<file path="config.mk">
export PLATFORM = sky130hd
export DESIGN_NAME = food_count_scanner
export DESIGN_NICKNAME = d
export VERILOG_FILES = /design/src/rtl/food_count_scanner.sv
export SDC_FILE = /design/constraint.sdc
export NUM_CORES = 1
export LEC_CHECK = 0
export BUFFER_PORTS_ARGS = -buffer_cell sky130_fd_sc_hd__buf_4
export CORE_MARGIN = 2
export CORE_UTILIZATION = 45
export CTS_CLUSTER_SIZE = 16
export DETAILED_ROUTE_END_ITERATION = 6
export HOLD_SLACK_MARGIN = 0.08
export PLACE_DENSITY_LB_ADDON = 0.25
export SLEW_MARGIN = 0
export SYNTH_ARGS = -nofsm -noshare
export SYNTH_HDL_FRONTEND = slang
export SYNTH_SLANG_ARGS = --single-unit
export TNS_END_PERCENT = 20
</file>
<file path="constraint.sdc">
create_clock -name clk -period 6.05 [get_ports clk]
set_input_delay 0.3025 -clock clk [delete_from_list [all_inputs] [get_ports clk]]
set_output_delay 0.3025 -clock clk [all_outputs]
set_load 0.05 [all_outputs]
</file>
<file path="src/rtl/food_count_scanner.sv">
// Sweeps the food map one row per cycle, popcounts each row and commits the remaining food count, eaten pulse and score.
// Optional build macro FOOD_SCAN_AUTO_EN makes sweeps free-run back-to-back and ignore start.
module food_count_scanner #(
  parameter int ROWS         = 50,
  parameter int COLS         = 80,
  parameter int ADDR_W       = 6,
  parameter int CNT_W        = 12,
  parameter int READ_LATENCY = 1,
  parameter int POINTS       = 10,
  parameter int SCORE_W      = 16
) (
  input  logic               clk,
  input  logic               rst,
  input  logic               start,
  output logic [ADDR_W-1:0]  food_map_read_y,
  input  logic [COLS-1:0]    food_row,
  output logic               busy,
  output logic [CNT_W-1:0]   food_count,
  output logic               count_valid,
  output logic               level_clear,
  output logic               eaten_pulse,
  output logic [SCORE_W-1:0] score,
  output logic [1:0]         state_dbg
);

  typedef enum logic [1:0] {
    IDLE  = 2'd0,
    SCAN  = 2'd1,
    DRAIN = 2'd2,
    DONE  = 2'd3
  } state_t;

  localparam int DW    = (READ_LATENCY > 1) ? $clog2(READ_LATENCY) : 1;
  localparam int PW    = $clog2(POINTS + 1);
  localparam int SUM_W = ((SCORE_W > CNT_W + PW) ? SCORE_W : CNT_W + PW) + 1;

  localparam logic [ADDR_W-1:0] LAST_ROW   = ADDR_W'(ROWS - 1);
  localparam logic [DW-1:0]     LAST_DRAIN = DW'(READ_LATENCY - 1);
  localparam logic [SUM_W-1:0]  SCORE_MAX  = SUM_W'({SCORE_W{1'b1}});

  state_t                  state, state_nxt;
  logic [ADDR_W-1:0]       row_q, row_nxt;
  logic [DW-1:0]           drain_q, drain_nxt;
  logic [READ_LATENCY-1:0] vld_pipe;
  logic [CNT_W-1:0]        acc;
  logic                    sweep_begin;
  logic                    row_vld;
  logic [CNT_W-1:0]        row_pop;
  logic [CNT_W-1:0]        eaten_cnt;
  logic [SUM_W-1:0]        score_sum;
  logic [SCORE_W-1:0]      score_next;

  function automatic logic [CNT_W-1:0] popcount(input logic [COLS-1:0] v);
    logic [CNT_W-1:0] c;
    c = '0;
    for (int i = 0; i < COLS; i++) c = c + CNT_W'(v[i]);
    return c;
  endfunction

  // start is a level-sampled request: it is honoured only on a clock edge
  // where the FSM is IDLE; there is no ready/ack, and requests while busy
  // (including the DONE cycle) are dropped, never queued.
  always_comb begin
    state_nxt = state;
    row_nxt   = row_q;
    drain_nxt = drain_q;
    case (state)
      IDLE: begin
        row_nxt = '0;
`ifdef FOOD_SCAN_AUTO_EN
        state_nxt = SCAN;
`else
        if (start) state_nxt = SCAN;
`endif
      end
      SCAN: begin
        if (row_q == LAST_ROW) begin
          state_nxt = DRAIN;
          drain_nxt = '0;
        end else begin
          row_nxt = row_q + 1'b1;
        end
      end
      DRAIN: begin
        if (drain_q == LAST_DRAIN) state_nxt = DONE;
        else drain_nxt = drain_q + 1'b1;
      end
      DONE: begin
        row_nxt = '0;
`ifdef FOOD_SCAN_AUTO_EN
        state_nxt = SCAN;
`else
        state_nxt = IDLE;
`endif
      end
      default: state_nxt = IDLE;
    endcase
  end

`ifdef FOOD_SCAN_AUTO_EN
  logic unused_start;
  assign unused_start = start;
`endif

  always_ff @(posedge clk or posedge rst) begin
    if (rst) begin
      state   <= IDLE;
      row_q   <= '0;
      drain_q <= '0;
    end else begin
      state   <= state_nxt;
      row_q   <= row_nxt;
      drain_q <= drain_nxt;
    end
  end

  assign sweep_begin = (state_nxt == SCAN) && (state != SCAN);
  assign row_vld     = vld_pipe[READ_LATENCY-1];
  assign row_pop     = popcount(food_row);

  // One valid bit per issued address; it lines up with food_row READ_LATENCY cycles later.
  always_ff @(posedge clk or posedge rst) begin
    if (rst) begin
      vld_pipe <= '0;
      acc      <= '0;
    end else begin
      vld_pipe <= (vld_pipe << 1) | READ_LATENCY'(state == SCAN);
      if (sweep_begin) acc <= '0;
      else if (row_vld) acc <= acc + row_pop;
    end
  end

  // Score increment for food eaten since the last sweep, saturating.
  always_comb begin
    eaten_cnt  = food_count - acc;
    score_sum  = SUM_W'(score) + SUM_W'(eaten_cnt) * SUM_W'(POINTS);
    score_next = (score_sum > SCORE_MAX) ? {SCORE_W{1'b1}} : score_sum[SCORE_W-1:0];
  end

  always_ff @(posedge clk or posedge rst) begin
    if (rst) begin
      food_count  <= '0;
      count_valid <= 1'b0;
      level_clear <= 1'b0;
      eaten_pulse <= 1'b0;
      score       <= '0;
    end else begin
      eaten_pulse <= 1'b0;
      if (state == DONE) begin
        food_count  <= acc;
        count_valid <= 1'b1;
        level_clear <= (acc == '0);
        if (count_valid && (acc < food_count)) begin
          eaten_pulse <= 1'b1;
          score       <= score_next;
        end
      end
    end
  end

  assign food_map_read_y = row_q;
  assign busy            = (state != IDLE);
  assign state_dbg       = state;

endmodule

</file>
==> results.sh <==
export IMPL_outcome="finished, violations left"
export IMPL_violations="setup timing"
export IMPL_global_route_usage_sum=0.189
export IMPL_yosys_register_bits=52
export IMPL_layout_core_utilization=0.563
export IMPL_areaGrowthSynthToFinish_pct=21.3
export IMPL_finalWorstPathRequiredPeriod_ns=6.24
export IMPL_die_ar_sq_um=15300
export IMPL_critPathRequiredTime_ns=6.25
export IMPL_number_of_hold_repair_buffers_added_at_the_cts_stage=0
export IMPL_clock_sinks=52
export IMPL_worst_setup_path_end_kind="flip-flop"
export IMPL_netlist_cell_type_count=60
export IMPL_final_setup_worst_slack_ns=-0.189
export IMPL_start_kind="input port"
export IMPL_worst_path_max_delay_cell="fa_1"
export IMPL_synth_fp_nets=921
export IMPL_io_buffers=122
export IMPL_antenna_left=0
export IMPL_clock_insertion_delay_worst_skew_ns=0.30
export IMPL_dr_total_vias=5060
export IMPL_drt_pass1_iterations=6
export IMPL_synth_enable_flop_cells=0
export IMPL_post_detailed_route_drc_marker_count=0
export IMPL_synth_top_area_cell="fa_1"
export IMPL_cts_htree_levels=2
export IMPL_numnets_final=1052
export IMPL_min_delay_path_class="input port to flip-flop"
export IMPL_synthesis_area_sq_um=6460
export IMPL_cts_buffer_depth=2
export IMPL_avgRoutedWirePerCell_um=14.0
export IMPL_synth_warning_count=0
export IMPL_grt_start_max_net_pins=53
export IMPL_post_cts_buffers=0
export IMPL_max_freq_mhz=160
export IMPL_grt_first_pass_wirelength_um=23100
export IMPL_start_util=0.464
export IMPL_grt_ovfl_total=0
export IMPL_setup_viol_count_final=3
export IMPL_synth_top_area_frac=0.232
export IMPL_syn_mean_instance_area_sq_um=9.49
export IMPL_final_seq_area_sq_um=1300
export IMPL_asyncSetResetFlopFracSynth=1.00
export IMPL_cpMostUsedCell="fa_1"
export IMPL_finalSetupTns_ns=-0.222
export IMPL_drt_initial_drc_count=182
export IMPL_multi_input_comb_area_sq_um=4610
export IMPL_fill_cells=1242
export IMPL_instances_no_fill=993
export IMPL_slew_headroom=0.242
export IMPL_worst_slew_pin_transition_ns=1.13
export IMPL_cap_viol_max_count=0
export IMPL_tritoncts="built"
export IMPL_worst_path_max_fanout=3
export IMPL_routabilityCongestion=0.934
export IMPL_rsz_0062_raised_after_global_routing="yes"
export IMPL_skew_ns=0.00765
export IMPL_layout_drive_gt1_share=0.214
export IMPL_root_buffer="clkbuf_16"
export IMPL_worstPathCellList="buf_6 -> fa_1 -> inv_1 -> fa_1 -> fa_1 -> inv_1 -> fa_1 -> inv_1 -> fa_1 -> fa_1 -> fa_1 -> fa_1 -> fa_2 -> fa_2 -> nor2b_2 -> o21ai_2 -> a21o_1 -> a31oi_1 -> a21oi_1 -> or4b_1 -> o311ai_1"
export IMPL_cts_clk_slew_worst_paths_ns=0.08
export IMPL_yosysSeqAreaShare=0.201
export IMPL_ioPinCount=123
export IMPL_drv_slew=0
export IMPL_synth_top_cells_by_area="fa_1 23%, dfrtp_1 20%, ha_1 16%, inv_1 8.1%, xnor2_1 3.3%"
export IMPL_first_global_vias=5114
export IMPL_die_height_um=124
export IMPL_tritoncts_num_buffers=5
export IMPL_mostFrequentLayoutCells="138 x inv_1, 135 x buf_4, 82 x ha_1"
export IMPL_antenna_diode_count=0
export IMPL_critical_path_class="input port to flip-flop"
export IMPL_antenna_found_initial=0
export IMPL_fin_crit_share=1.03
export IMPL_viasPerCell=5.10
export IMPL_cpPeakStageDelay_ns=0.53
export IMPL_die_outline_width_um=124
export IMPL_critPathArrivalTime_ns=6.44
export IMPL_placement_row_count=43
export IMPL_dp_cells=985
export IMPL_synthFlopType="dfrtp_1"
export IMPL_routed_wirelength_um=13900
export IMPL_hpwl_um=11900
export IMPL_syn_inst=681
export IMPL_core_area_sq_um=13900
export IMPL_layout_commonest_cell="inv_1"
export IMPL_hold_viol_final=0
[path summary, 6_finish.rpt]
check / from / end / slack, ns / cells past startpoint
setup / recovery: food_row[33] / acc[8] / -0.19 / 21
hold / removal: start / state_dbg[1] / 0.22 / 2
setup reg to reg: acc[0] / acc[8] / 0.01 / 17
hold reg to reg: score[0] / score[0] / 0.46 / 1
max in group asynchronous: rst / score[8] / 5.05 / 2
min in group asynchronous: rst / level_clear / 0.31 / 2
[synthesized netlist by cell type (all sizes together) (2+ instances only)]
| cell type | number |
|---|---|
| or3 | 3 |
| o21ai | 27 |
| dfrtp | 52 |
| o41ai | 2 |
| nor2b | 9 |
| o31a | 2 |
| nor3 | 8 |
| a21o | 12 |
| nand2b | 4 |
| clkbuf | 8 |
| nand3 | 9 |
| a31oi | 2 |
| o21a | 9 |
| buf | 5 |
| a21oi | 28 |
| o21bai | 4 |
| o2111ai | 3 |
| nand3b | 5 |
| a221oi | 2 |
| nor2 | 49 |
| nand2 | 32 |
| mux2i | 8 |
| nand4 | 6 |
| xnor2 | 25 |
| or4b | 2 |
| or2 | 2 |
| ha | 82 |
| o31ai | 5 |
| inv | 141 |
| a211oi | 7 |
| o22a | 12 |
| xor2 | 8 |
| mux2 | 13 |
| fa | 75 |
| o211ai | 5 |
[registers in the layout, indices dropped and copies added, names as in the netlist]
register and cells:
row_vld 1, state_dbg 2, acc 12, food_count 12
food_map_read_y 6, eaten_pulse 1, count_valid 1, score 16
level_clear 1
[routing by layer]
| layer | up-vias | wire length (um) | GRT usage |
|---|---|---|---|
| met2 | 77 | 7070 | 0.330 |
| met5 | - | 0 | 0 |
| li1 | 2509 | - | - |
| met1 | 2466 | 6360 | 0.258 |
| met4 | 0 | 70 | 0.0227 |
| met3 | 8 | 420 | 0.0238 |
[cell families after synthesis]
kind of cell               share of synthesized area
muxes                                         0.0350
AOI/OAI and AO/OA                              0.132
DFF                                            0.201
xor gates and xnor gates                      0.0459
adders and majority gates                      0.391
buffers and inverters                         0.0902
and+or+nand+nor                                0.105
[metrics by stage]
stage	setup slack [ns]	instance area (sq um)	hold WS, ns
2_1_floorplan	-0.187	6470	0.413
3_3_place_gp	-0.473	7670	0.440
3_5_place_dp	-0.586	7670	0.449
4_1_cts	-0.240	7830	0.212
5_1_grt	-0.456	7840	0.233
6_report	-0.189	7840	0.217
[timing repair]
| action | 4_1_cts | 5_1_grt |
|---|---|---|
| resized for setup | 3 | 5 |
| pin swaps | 4 | 5 |
| endpoints found under the setup margin | 4 | 18 |
[critical path, delay by kind of cell]
| kind | cells | cell delay [ns] |
|---|---|---|
| buffers and inverters | 4 | 0.24 |
| adders and majority gates | 10 | 4.66 |
| AOI/OAI and AO/OA | 5 | 0.64 |
| and+or+nand+nor | 2 | 0.59 |
[area by class of cell]
class | count | area share
clock buffers | 5 | 0.0160
clock inverters | 3 | 0.00271
inverters | 141 | 0.0675
multi-input cells | 475 | 0.587
flip-flops and latches | 52 | 0.166
well taps | 180 | 0.0287
repair buffers | 137 | 0.132
Power is not shown: default switching activity piles up to over one toggle a cycle in this logic, so the estimate is an artifact.
